**config.mk**
```make
export PLATFORM = sky130hd
export DESIGN_NAME = opgrp_credit_sched
export DESIGN_NICKNAME = d
export VERILOG_FILES = /design/src/rtl/opgrp_credit_sched_pkg.sv /design/src/rtl/opgrp_credit_counter.sv /design/src/rtl/opgrp_credit_sched.sv
export SDC_FILE = /design/constraint.sdc
export NUM_CORES = 1
export LEC_CHECK = 0
export CORE_ASPECT_RATIO = 1.5
export CORE_MARGIN = 5
export CORE_UTILIZATION = 42
export CTS_CLUSTER_DIAMETER = 120
export DETAILED_ROUTE_END_ITERATION = 12
export GPL_ROUTABILITY_DRIVEN = 0
export PLACE_DENSITY = 0.93
export SYNTH_ARGS = -nofsm -noshare
export SYNTH_HDL_FRONTEND = slang
export SYNTH_SLANG_ARGS = --single-unit
```
**constraint.sdc**
```tcl
create_clock -name clk_i -period 9.1 [get_ports clk_i]
set_input_delay 1.365 -clock clk_i [delete_from_list [all_inputs] [get_ports clk_i]]
set_output_delay 1.365 -clock clk_i [all_outputs]
set_load 0.02 [all_outputs]
```
**src/rtl/opgrp_credit_sched_pkg.sv**
```systemverilog
// opgrp_credit_sched_pkg: arbiter state encoding and credit counter width helper.
package opgrp_credit_sched_pkg;
  typedef enum logic [1:0] {ARB, HOLD, LOCK} arb_state_e;
  function automatic int credit_width(input int max_outstanding);
    return $clog2(max_outstanding + 1);
  endfunction
endpackage

```
**src/rtl/opgrp_credit_counter.sv**
```systemverilog
// opgrp_credit_counter: up/down occupancy counter bounded at MaxOutstanding, floored at 0.
module opgrp_credit_counter
  import opgrp_credit_sched_pkg::*;
#(
  parameter int MaxOutstanding = 4,
  parameter int Width = credit_width(MaxOutstanding)
) (
  input  logic             clk_i,
  input  logic             rst_i,
  input  logic             inc_i,
  input  logic             dec_i,
  output logic [Width-1:0] cnt_o,
  output logic             full_o
);
  logic [Width-1:0] cnt_q, cnt_d;
  assign full_o = cnt_q == Width'(MaxOutstanding);
  assign cnt_o = cnt_q;
  // A spurious decrement at zero saturates instead of wrapping.
  assign cnt_d = (inc_i && !dec_i && !full_o) ? cnt_q + 1'b1 :
                 (dec_i && !inc_i && cnt_q != '0) ? cnt_q - 1'b1 : cnt_q;
  always_ff @(posedge clk_i or posedge rst_i)
    if (rst_i) cnt_q <= '0;
    else cnt_q <= cnt_d;
endmodule

```
**src/rtl/opgrp_credit_sched.sv**
```systemverilog
// opgrp_credit_sched: credit-bounded dispatch to opgroups and lockable round-robin result arbiter.
// Define OPGRP_CREDIT_SCHED_LOCK_TIMEOUT_EN to force-release an idle lock after LockTimeout cycles.
module opgrp_credit_sched
  import opgrp_credit_sched_pkg::*;
#(
  parameter int NumOpgroups = 3,
  parameter int OpWidth = $clog2(NumOpgroups),
  parameter int DataWidth = 8,
  parameter int IDSize = 5,
  parameter int MaxOutstanding = 4,
  parameter int LockTimeout = 5,
  localparam int CW = credit_width(MaxOutstanding)
) (
  input  logic                             clk_i,
  input  logic                             rst_i,
  input  logic                             enable_i,
  input  logic [DataWidth-1:0]             in_data_i,
  input  logic [OpWidth-1:0]               in_op_i,
  input  logic [IDSize-1:0]                in_id_i,
  input  logic                             in_valid_i,
  output logic                             in_ready_o,
  output logic [DataWidth-1:0]             opgrp_data_o,
  output logic [IDSize-1:0]                opgrp_id_o,
  output logic [NumOpgroups-1:0]           opgrp_valid_o,
  input  logic [NumOpgroups-1:0]           opgrp_ready_i,
  input  logic [NumOpgroups*DataWidth-1:0] res_data_i,
  input  logic [NumOpgroups*IDSize-1:0]    res_id_i,
  input  logic [NumOpgroups-1:0]           res_valid_i,
  output logic [NumOpgroups-1:0]           res_ready_o,
  output logic [DataWidth-1:0]             out_data_o,
  output logic [IDSize-1:0]                out_id_o,
  output logic [OpWidth-1:0]               out_op_o,
  output logic                             out_valid_o,
  input  logic                             out_ready_i,
  input  logic                             lock_i,
  output logic [NumOpgroups*CW-1:0]        credit_o,
  output logic                             illegal_op_o,
  output logic                             lock_timeout_o
);
  localparam logic [OpWidth:0] NumOps = NumOpgroups[OpWidth:0];
  localparam logic [OpWidth-1:0] LastIdx = OpWidth'(NumOpgroups - 1);

  if (NumOpgroups < 2 || MaxOutstanding < 1 || LockTimeout < 1) begin : g_param_check
    $error("opgrp_credit_sched: invalid parameters");
  end

  arb_state_e state_q, state_d;
  logic [OpWidth-1:0] ptr_q, ptr_d, grant_q, grant, sel, idx, next_ptr;
  logic [NumOpgroups-1:0] full, disp_hs, res_hs;
  logic [DataWidth-1:0] res_data [NumOpgroups];
  logic [IDSize-1:0] res_id [NumOpgroups];
  logic legal, hs, timeout;

  assign legal = {1'b0, in_op_i} < NumOps;
  assign in_ready_o = legal ? opgrp_ready_i[in_op_i] & ~full[in_op_i] : 1'b1;
  assign illegal_op_o = in_valid_i & ~legal;
  assign opgrp_data_o = in_valid_i ? in_data_i : '0;
  assign opgrp_id_o = in_valid_i ? in_id_i : '0;
  assign disp_hs = opgrp_valid_o & opgrp_ready_i;
  assign res_hs = res_valid_i & res_ready_o;

  for (genvar g = 0; g < NumOpgroups; g++) begin : g_opgrp
    assign opgrp_valid_o[g] = in_valid_i & legal & (in_op_i == OpWidth'(g)) & ~full[g];
    assign res_ready_o[g] = hs & (grant == OpWidth'(g));
    assign res_data[g] = res_data_i[g*DataWidth +: DataWidth];
    assign res_id[g] = res_id_i[g*IDSize +: IDSize];
    opgrp_credit_counter #(
      .MaxOutstanding(MaxOutstanding),
      .Width(CW)
    ) u_cnt (
      .clk_i (clk_i),
      .rst_i (rst_i),
      .inc_i (disp_hs[g]),
      .dec_i (res_hs[g]),
      .cnt_o (credit_o[g*CW +: CW]),
      .full_o(full[g])
    );
  end

  // Scan from the highest offset down so the nearest valid index at or after ptr wins.
  always_comb begin
    sel = ptr_q;
    idx = '0;
    for (int k = NumOpgroups - 1; k >= 0; k--) begin
      idx = OpWidth'((int'(ptr_q) + k) % NumOpgroups);
      if (res_valid_i[idx]) sel = idx;
    end
  end

  assign grant = state_q == ARB ? sel : grant_q;
  assign out_valid_o = res_valid_i[grant];
  assign hs = out_valid_o & out_ready_i;
  assign next_ptr = grant == LastIdx ? '0 : grant + 1'b1;

`ifdef OPGRP_CREDIT_SCHED_LOCK_TIMEOUT_EN
  localparam int IW = $clog2(LockTimeout + 1);
  logic [IW-1:0] idle_q, idle_d;
  assign timeout = state_q == LOCK && !out_valid_o && idle_q == IW'(LockTimeout - 1);
  assign idle_d = (state_q == LOCK && !out_valid_o) ? idle_q + 1'b1 : '0;
  always_ff @(posedge clk_i or posedge rst_i)
    if (rst_i) idle_q <= '0;
    else idle_q <= idle_d;
`else
  assign timeout = 1'b0;
`endif

  always_ff @(posedge clk_i or posedge rst_i)
    if (rst_i) begin
      state_q <= ARB;
      ptr_q <= '0;
      grant_q <= '0;
    end else begin
      state_q <= state_d;
      ptr_q <= ptr_d;
      grant_q <= grant;
    end

  always_comb begin
    state_d = state_q;
    ptr_d = ptr_q;
    if (state_q == LOCK) begin
      state_d = (!lock_i || !enable_i || timeout) ? ARB : LOCK;
      ptr_d = (!lock_i || !enable_i || timeout) ? next_ptr : ptr_q;
    end else if (hs) begin
      state_d = (lock_i && enable_i) ? LOCK : ARB;
      ptr_d = (lock_i && enable_i) ? ptr_q : next_ptr;
    end else begin
      state_d = out_valid_o ? HOLD : ARB;
    end
  end

  always_comb begin
    out_data_o = out_valid_o ? res_data[grant] : '0;
    out_id_o = out_valid_o ? res_id[grant] : '0;
    out_op_o = out_valid_o ? grant : '0;
    lock_timeout_o = timeout;
  end
endmodule

```
-- Yosys cells after proc, flatten, opt, wreduce, memory -nomap -nowiden
Index checks and enable logic that the tools add are counted.
- bitwise logic cells: 21
- divide/modulo/power cells: 3
- equality and inequality tests: 10
- mux-type cells: 44
- $lt $le $gt $ge: 7
- $add $sub $neg: 9
- reductions and logical operators: 36
- operator list (operator ; number):
    remainder unit 32 x 3 -> 32 bit (second input constant) ; 2
    remainder unit 3 x 3 -> 32 bit (second input constant) ; 1
    2-to-1 mux 8 bit ; 4
    2-to-1 mux 2 bit ; 14
    2-to-1 mux 5 bit ; 4
    2-to-1 mux 3 bit ; 6
    binary-select mux 8 bit (select 2 bit) ; 1
    < comparator 2 x 3 -> 1 bit (second input constant) ; 5
    AND 1 bit ; 13
    logical AND 1 bit ; 13
    binary-select mux 1 bit (select 2 bit) ; 6
    logical NOT 1 bit ; 11
    binary-select mux 5 bit (select 2 bit) ; 1
    adder 3 x 1 -> 3 bit (second input constant) ; 3
    equality test 3 bit (second input constant) ; 3
    nonzero test 3 bit ; 3
    subtractor 3 x 1 -> 3 bit (second input constant) ; 3
    2-to-1 mux 1 bit ; 8
    nonzero test 2 bit ; 4
    AND 3 bit ; 2
    equality test 2 bit (second input constant) ; 3
    logical NOT 2 bit ; 3
    NOT 1 bit ; 5
    equality test 2 x 1 -> 1 bit (second input constant) ; 2
    other kinds (10) ; 10
- word-level logic and storage cells: 136
- bits of input ports: 66
- register bits after elaboration: 15
- output and inout bits: 47

-- Logic depth before layout (Yosys ltp)
Gate-level depths: netlist of run 1.
- depth after elaboration: 17
- mapped depth: 16
- depth with buffers taken out: 14

-- Hierarchy
From an unflattened synthesis of run 1, not the netlist that was laid out.
- cell total of the unflattened synthesis: 225
- area total of the unflattened synthesis: 1843.0 µm²
- modules (own cells, without submodules) (module ; cells each ; sequential area each (µm²) ; area an instance (µm²) ; instances):
    opgrp_credit_sched ; 156 ; 150.1 ; 1152.4 ; 1
    opgrp_credit_counter ; 23 ; 75.1 ; 230.2 ; 3

-- Worst setup path after synthesis of run 1
No wires, ideal clock.
- path kind: in2out
- start: in res_valid_i[2]
- end: out out_id_o[0]
- slack: 4453 ps
- data required time: 7735 ps
- data arrival time: 3282 ps
- path buffers: 2
- stages on the path: 8
- cell sequence: clkbuf_2 mux2_2 a21oi_2 a311oi_2 nor2b_1 buf_2 a21oi_1 a211oi_1
- cells in the longest elaborated chain, start to end: 11
- elaborated cells on any way between the ends: 17
- those cells by class: mux (16); bitwise (1)
- RTL lines (what ; line ; RTL):
    start: declaration ; opgrp_credit_sched.sv:28 ; input logic [NumOpgroups-1:0] res_valid_i,
    binary-select mux 1 bit (select 2 bit) ; opgrp_credit_sched.sv:86 ; if (res_valid_i[idx]) sel = idx;
    2-to-1 mux 1 bit (not written as such) ; opgrp_credit_sched.sv:86 ;
    2-to-1 mux 2 bit (3 in a row) ; opgrp_credit_sched.sv:86 ;
    2-to-1 mux 2 bit ; opgrp_credit_sched.sv:90 ; assign grant = state_q == ARB ? sel : grant_q;
    NOT 2 -> 3 bit (not written as such) ; opgrp_credit_sched.sv:134 ; out_id_o = out_valid_o ? res_id[grant] : '0;
    binary-select mux 5 bit (select 2 bit) ; opgrp_credit_sched.sv:134 ;
    2-to-1 mux 5 bit (not written as such) (2 in a row) ; opgrp_credit_sched.sv:134 ;
    2-to-1 mux 5 bit (*) ; opgrp_credit_sched.sv:134 ;
    end: declaration ; opgrp_credit_sched.sv:31 ; output logic [IDSize-1:0] out_id_o,
Mark *: on every way between the ends. The rest lies on a longest branch, timed or not. The select of a mux whose other input is x is not followed.

-- Worst setup path after layout of run 1
- start: in res_valid_i[1]
- end: out out_id_o[4]
Same word-level chain as after synthesis.

==> qor.tcl, run 1 <==
set qor(antenna_violating_nets_post_route) 0
set qor(delay_heaviest_family_cp) {buffers and inverters}
set qor(die_height_um) 93.3
set qor(synth_enable_flop_cells) 0
set qor(avgViaCountPerCell) 5.74
set qor(number_of_global_route_vias_before_repair) 2278
set qor(global_route.overflow_total) 0
set qor(slew_viol_final) 0
set qor(crit_fanout) 15
set qor(finalCoreUtilization_pct) 68.4
set qor(core-area_um2) 4500
set qor(multi_input_comb_area_um2) 1430
set qor(fillCellCount) 346
set qor(cts-root-to-sink-buffers) 2
set qor(async_reset_ff_share_pct) 100
set qor(cts_max_level) 1
set qor(reported_leakage_power_nw) 1.26
set qor(synth_area_per_cell_um2) 7.90
set qor(die_x_um) 65.6
set qor(max-slew-margin-rel_pct) 28.8
set qor(seq_area_frac_synth_pct) 19.3
set qor(antenna_cells) 0
set qor(vdd_drop_max_v) 0.000275
set qor(design.die.area_um2) 6120
set qor(result_of_the_run) {finished clean}
set qor(clock_insertion_delay_worst_skew_ns) 0.26
set qor(fp-row-count) 30
set qor(synth_cell_type_count) 59
set qor(detailroute.via_count) 2255
set qor(layout-area-overhead-vs-synth_pct) 58.4
set qor(critPathKind) {in -> out}
set qor(post_route_cells_drive_above_1_share_pct) 5.80
set qor(global_route.usage.total_pct) 21.7
set qor(cts_buffers) 3
set qor(totalNegativeSetupSlack_ns) 0
set qor(grt_first_pass_wirelength_um) 10700
set qor(routed_wl_um) 6460
set qor(slowest_stage) {nor2b_1}
set qor(drcViolationCount) 0
set qor(timing.critical_path.arrival_ns) 4.67
set qor(postSynth.topFlopCell) {dfrtp_1}
set qor(power-per-cell-area_nw_per_um2) 378
set qor(critPathMaxStageDelay_ns) 0.85
set qor(postCtsSetupRepairBufs) 0
set qor(fin_crit_ns) 6.03
set qor(drt_first_pass_iters) 4
set qor(tightest_slew_ns) 1.07
set qor(cts_repair_resize_count) 0
set qor(met1_usage_pct) 26.0
set qor(finalCritPeriodShare_pct) 66.3
set qor(post-dp-hpwl_um) 5130
set qor(num-nets-final) 418
set qor(critPathCaptureType) {primary output}
set qor(timing.critical_path.from_type) {input port}
set qor(groute.layer.met2.usage_pct) 38.0
set qor(timing.final.setup_violations) 0
set qor(peak_usage_layer_in_the_global_routing_report) {met2}
set qor(placement.io_buffers) 111
set qor(ys_warnings) 0
set qor(grt_setup_unrepaired) {no}
set qor(cts.sinks) 15
set qor(synth_cells) 246
set qor(cts_hold_buf) 0
set qor(synth.cell_area_um2) 1940
set qor(grt_start_max_net_pins) 35
set qor(maxCapViolCount) 0
set qor(clock-root-buffer) {clkbuf_8}
set qor(worst_setup_hold_path_clk_slew_ns) 0.06
set qor(timing.final.hold_violations) 0
set qor(postSynthRegisterBits) 15
set qor(worstHoldPathType) {reg -> reg}
set qor(critPathBufInv) 2
set qor(io_pins) 113
set qor(floorplan.initialDensity_pct) 43.2
set qor(cts_tree) {yes}
set qor(drt_wl_cell_um) 16.4
set qor(antenna_found_initial) 0
set qor(post_synth_net_total) 318
set qor(grt_use_met3_pct) 3.00
set qor(cp_data_required_time_ns) 7.74
set qor(sequential_cell_area_um2) 375
set qor(drt-initial-drc-count) 105
set qor(cp_cell_sequence) {clkdlybuf4s50_1, mux2i_1, o211ai_1, a311oi_2, nor2b_1, a21oi_1, a211oi_1, clkdlybuf4s50_1}
set qor(crit_top_cell) {clkdlybuf4s50_1}
set qor(clock.fmax_mhz) 166
set qor(clock-skew-final_ns) 0.00411
## final timing paths
kind                                            from                        end  slack [ns]  cells past startpoint
min reg2reg                g_opgrp[2].u_cnt.cnt_o[2]  g_opgrp[2].u_cnt.cnt_o[2]        0.58                      1
min in group asynchronous                      rst_i  g_opgrp[2].u_cnt.cnt_o[2]        1.48                      2
max                                   res_valid_i[1]                out_id_o[4]        3.07                      8
max reg2reg                                 ptr_q[0]  g_opgrp[2].u_cnt.cnt_o[1]        5.47                     15
min                        g_opgrp[2].u_cnt.cnt_o[2]  g_opgrp[2].u_cnt.cnt_o[2]        0.58                      1
max in group asynchronous                      rst_i                   ptr_q[0]        7.23                      2
## where the power goes
| part | leakage, nW | internal (mW) | switching (mW) | total, mW |
|---|---|---|---|---|
| Combinational | 1.05 | 0.435 | 0.526 | 0.961 |
| Clock | 0.0228 | 0.0311 | 0.0251 | 0.0562 |
| Sequential | 0.186 | 0.0979 | 0.0493 | 0.147 |
## sequential cells by signal, indices dropped and copies added (netlist names)
signal / flops
ptr_q: 2
grant_q: 2
g_opgrp.u_cnt.cnt_o: 9
state_q: 2
## cells in the mapped netlist, types with 2 or more instances
master,number,area share (%)
inv_1,12,2.3
a31oi_1,5,1.6
fa_1,3,3.1
a21o_1,3,1.2
o31ai_1,2,0.77
dfrtp_1,15,19
nor3b_1,2,0.77
nand3_2,2,1.0
a21oi_1,23,5.9
nor4_1,2,0.64
a211oi_1,15,5.8
ha_1,3,1.9
mux2i_1,18,9.3
clkbuf_1,3,0.58
o21ai_0,9,2.3
nand3b_1,4,1.5
o211ai_1,3,1.2
and3_1,5,1.6
and4b_1,2,1.0
nor2b_1,3,0.97
xnor2_1,3,1.4
a311oi_2,2,1.5
and2_1,21,6.8
mux2_2,3,1.7
nor3_1,6,1.5
buf_2,9,2.3
nor2_1,12,2.3
o31a_1,2,0.90
buf_4,4,1.5
nand2b_1,3,0.97
nand3_1,5,1.3
nand2_1,15,2.9
## layout by cell type (no fill, tap or decap), types with 4 or more instances in the layout
cell type | Yosys | final
nor2_1 | 12 | 12
a21oi_1 | 23 | 23
nand2_1 | 15 | 15
a211oi_1 | 15 | 15
nor3_1 | 6 | 6
clkdlybuf4s50_1 | 0 | 111
dfrtp_1 | 15 | 15
and2_1 | 21 | 21
o21ai_0 | 9 | 9
a31oi_1 | 5 | 5
nand3b_1 | 4 | 4
and3_1 | 5 | 5
mux2i_1 | 18 | 18
inv_1 | 12 | 12
nand3_1 | 5 | 5
## per-stage QoR
stage               instance area, µm²  hold slack, ns  total power, mW  instances  setup WS [ns]
finish                            3080           0.576             1.16        393           3.07
global route                      3080           0.605             1.25        393           2.82
CTS                               3080           0.573             1.17        393           3.11
detailed placement                3040           0.565             1.10        389           3.13
global placement                  3040           0.557             1.09        389           3.26
floorplan                         1940           0.515            0.770        246           4.45
## routing by layer
metal | routed length (µm) | share of wire [%]
met5 | 0 | 0
met4 | 187 | 2.9
met3 | 349 | 5.4
met2 | 3350 | 52
met1 | 2570 | 40
## cell type report
type | instances | area share (%)
multi-input cells | 200 | 46.3
repair buffers | 113 | 36.6
flip-flops and latches | 15 | 12.2
well taps | 48 | 1.95
inverters | 13 | 1.58
clock buffers | 4 | 1.46
## kinds of logic (layout without fill, tap and decap cells)
logic type,count (synthesis),in the layout,synth area share (%)
and+or+nand+nor,90,90,26.8
buffers and inverters,31,130,7.40
adders and majority gates,6,6,5.02
xor gates and xnor gates,3,3,1.35
DFF,15,15,19.3
muxes,21,21,11.0
AOI/OAI and AO/OA,79,79,29.0
other,1,1,0.193
(Power assumes the default switching activity.)
==> inputs of run 2 (changes only) <==
--- a/config.mk
+++ b/config.mk
@@ -7,11 +7,11 @@
 export LEC_CHECK = 0
 export CORE_ASPECT_RATIO = 1.5
 export CORE_MARGIN = 5
-export CORE_UTILIZATION = 42
+export CORE_UTILIZATION = 35
 export CTS_CLUSTER_DIAMETER = 120
 export DETAILED_ROUTE_END_ITERATION = 12
 export GPL_ROUTABILITY_DRIVEN = 0
-export PLACE_DENSITY = 0.93
+export PLACE_DENSITY = 0.83
 export SYNTH_ARGS = -nofsm -noshare
 export SYNTH_HDL_FRONTEND = slang
 export SYNTH_SLANG_ARGS = --single-unit
==> constraint.sdc (replaced) <==
create_clock -name clk_i -period 5.47 [get_ports clk_i]
set_input_delay 0.8205 -clock clk_i [delete_from_list [all_inputs] [get_ports clk_i]]
set_output_delay 0.8205 -clock clk_i [all_outputs]
set_load 0.02 [all_outputs]
==> qor.tcl, run 2 (synthesis results as in run 1) <==
set qor(fillCellCount) 493 ;# was 346
set qor(drt_first_pass_iters) 4 ;# unchanged
set qor(fin_worst_hold_slack_ns) 0.572 ;# was 0.576 ns
set qor(cts_max_level) 1 ;# unchanged
set qor(drcViolationCount) 0 ;# unchanged
set qor(die_height_um) 101 ;# was 93.3 µm
set qor(reported_leakage_power_nw) 1.27 ;# was 1.26 nW
set qor(critPathCaptureType) {primary output} ;# unchanged
set qor(totalNegativeSetupSlack_ns) 0 ;# unchanged
set qor(global_route.overflow_total) 0 ;# unchanged
set qor(slew_viol_final) 0 ;# unchanged
set qor(layout_common_cells) {clkdlybuf4s50_1 (111), a21oi_1 (23), and2_1 (21)} ;# unchanged
set qor(vdd_drop_max_v) 0.000397 ;# was 0.000275 V
set qor(clock.fmax_mhz) 215
set qor(maxCapViolCount) 0 ;# unchanged
set qor(floorplan.initialDensity_pct) 35.7 ;# was 43.2%
set qor(io_pins) 113 ;# unchanged
set qor(global_route.usage.total_pct) 16.9 ;# was 21.7%
set qor(critical_path.startpoint) {res_valid_i[1]} ;# unchanged
set qor(fin_crit_ns) 4.66
set qor(cts_hold_buf) 0 ;# unchanged
set qor(cts_buffers) 3 ;# unchanged
set qor(antenna_cells) 0 ;# unchanged
set qor(flip_flop_count_of_the_largest_register_after_layout) 9 ;# unchanged
set qor(preCtsSetupSlack_ns) 0.807 ;# was 3.13 ns
set qor(crit_fanout) 19 ;# was 15
set qor(cts.sinks) 15 ;# unchanged
set qor(number_of_global_route_vias_before_repair) 2200 ;# was 2278
set qor(r2r_end) {g_opgrp[2].u_cnt.cnt_o[1]} ;# unchanged
set qor(power-per-cell-area_nw_per_um2) 624 ;# was 378 nW/µm²
set qor(grt_first_pass_wirelength_um) 10200 ;# was 10700 µm
set qor(grt_setup_unrepaired) {no} ;# unchanged
set qor(critPathKind) {in -> out} ;# unchanged
set qor(max-slew-margin-rel_pct) 55.1 ;# was 28.8%
set qor(design.die.area_um2) 7180 ;# was 6120 µm²
set qor(layout.cells.most_common) {clkdlybuf4s50_1} ;# unchanged
set qor(min_path_cells) 1 ;# unchanged
set qor(grt_start_max_net_pins) 20 ;# was 35
set qor(fp-row-count) 33 ;# was 30
set qor(placement.io_buffers) 111 ;# unchanged
set qor(timing.critical_path.arrival_ns) 3.84 ;# was 4.67 ns
set qor(post_route_cells_drive_above_1_share_pct) 6.36 ;# was 5.80%
set qor(critical_path.reg2reg.startpoint) {ptr_q[0]} ;# unchanged
set qor(die_x_um) 70.9 ;# was 65.6 µm
set qor(setup_ws_ns) 0.808 ;# was 3.07 ns
set qor(clock-skew-final_ns) 0.00191 ;# was 0.00411 ns
set qor(timing.final.hold_violations) 0 ;# unchanged
set qor(result_of_the_run) {finished clean} ;# unchanged
set qor(avgViaCountPerCell) 5.35 ;# was 5.74
set qor(timing.hold.worst.start) {ptr_q[0]} ;# was g_opgrp[2].u_cnt.cnt_o[2]
set qor(clock_insertion_delay_worst_skew_ns) 0.24 ;# was 0.26 ns
set qor(num-nets-final) 419 ;# was 418
set qor(tightest_slew_ns) 0.673 ;# was 1.07 ns
set qor(cts_tree) {yes} ;# unchanged
set qor(postCtsSetupRepairBufs) 0 ;# unchanged
set qor(worstHoldPathType) {reg -> reg} ;# unchanged
set qor(rr_worst_depth) 14 ;# was 15
set qor(finalNonFillerCells) 416 ;# was 393
set qor(post-dp-hpwl_um) 5130 ;# about the same
set qor(ff2ff_setup_slack_ns) 1.66 ;# was 5.47 ns
set qor(timing.critical_path.from_type) {input port} ;# unchanged
set qor(finalCritPeriodShare_pct) 85.2
set qor(cts-root-to-sink-buffers) 2 ;# unchanged
set qor(detailroute.via_count) 2225 ;# was 2255
set qor(core-area_um2) 5450 ;# was 4500 µm²
set qor(clock-root-buffer) {clkbuf_8} ;# unchanged
set qor(cts_repair_resize_count) 0 ;# unchanged
set qor(timing.final.setup_violations) 0 ;# unchanged
set qor(power.total_mw) 1.95 ;# was 1.16 mW
set qor(dp_cells) 412 ;# was 389
set qor(antenna_violating_nets_post_route) 0 ;# unchanged
set qor(worst_setup_hold_path_clk_slew_ns) 0.06 ;# about the same
set qor(cp_data_required_time_ns) 4.65 ;# was 7.74 ns
set qor(drt-initial-drc-count) 126 ;# was 105
set qor(routed_wl_um) 6400 ;# was 6460 µm
set qor(antenna_found_initial) 0 ;# unchanged
set qor(drt_wl_cell_um) 15.4 ;# was 16.4 µm
set qor(min_delay_worst_endpoint) {ptr_q[0]} ;# was g_opgrp[2].u_cnt.cnt_o[2]
set qor(layout-area-overhead-vs-synth_pct) 60.4 ;# was 58.4%
## run 2: how the worst max path moves through the flow
stage / end / slack, ns
floorplan: out_id_o[0] / 1.91
global placement: out_id_o[0] / 0.93
detailed placement: out_data_o[4] / 0.81
CTS: out_data_o[4] / 0.80
global route: out_data_o[0] / 0.59
finish: out_id_o[1] / 0.81
## run 2: critical path, stage by stage
cell             delay [ns]
clkdlybuf4s50_1        0.62
inv_1                  0.10
o311a_1                0.35
nand4_1                0.11
and2_1                 0.55
buf_4                  0.34
a21oi_1                0.06
a211oi_1               0.22
clkdlybuf4s50_1        0.67
## run 2: final cells by class
class	count	area (µm²)	share of cell area, %
multi-input combinational	200	1430	45.8
timing repair buffer	114	1130	36.4
sequential	15	375	12.0
tap	70	87.6	2.81
inverter	13	48.8	1.57
clock buffer	4	45.0	1.44
## run 2: power by group
group          switching (mW)  internal [mW]
clock network          0.0395         0.0515
logic                   0.877          0.735
registers              0.0804          0.163
total                   0.997          0.949
## run 2: metrics by stage
step	utilization [%]	area, µm²
after floorplan	-	1940
after global placement	56.4	3070
after detailed placement	56.4	3070
after CTS	57.2	3120
after global routing	57.2	3120
final	57.2	3120
## run 2: routing by layer
metal  vias up  GRT usage (%)  share of wire, %
li1       1106              -                 -
met1      1048           19.6                37
met2        63           33.0                57
met3         8           2.18               4.5
met4         0           3.04               1.1
met5         -              0                 0
==> inputs of run 3 (changes only) <==
--- a/config.mk
+++ b/config.mk
@@ -12,6 +12,7 @@
 export DETAILED_ROUTE_END_ITERATION = 12
 export GPL_ROUTABILITY_DRIVEN = 0
 export PLACE_DENSITY = 0.83
+export SLEW_MARGIN = 20
 export SYNTH_ARGS = -nofsm -noshare
 export SYNTH_HDL_FRONTEND = slang
 export SYNTH_SLANG_ARGS = --single-unit
==> results of run 3 <==
The final DEF is identical to that of run 2; final timing and power are the same.
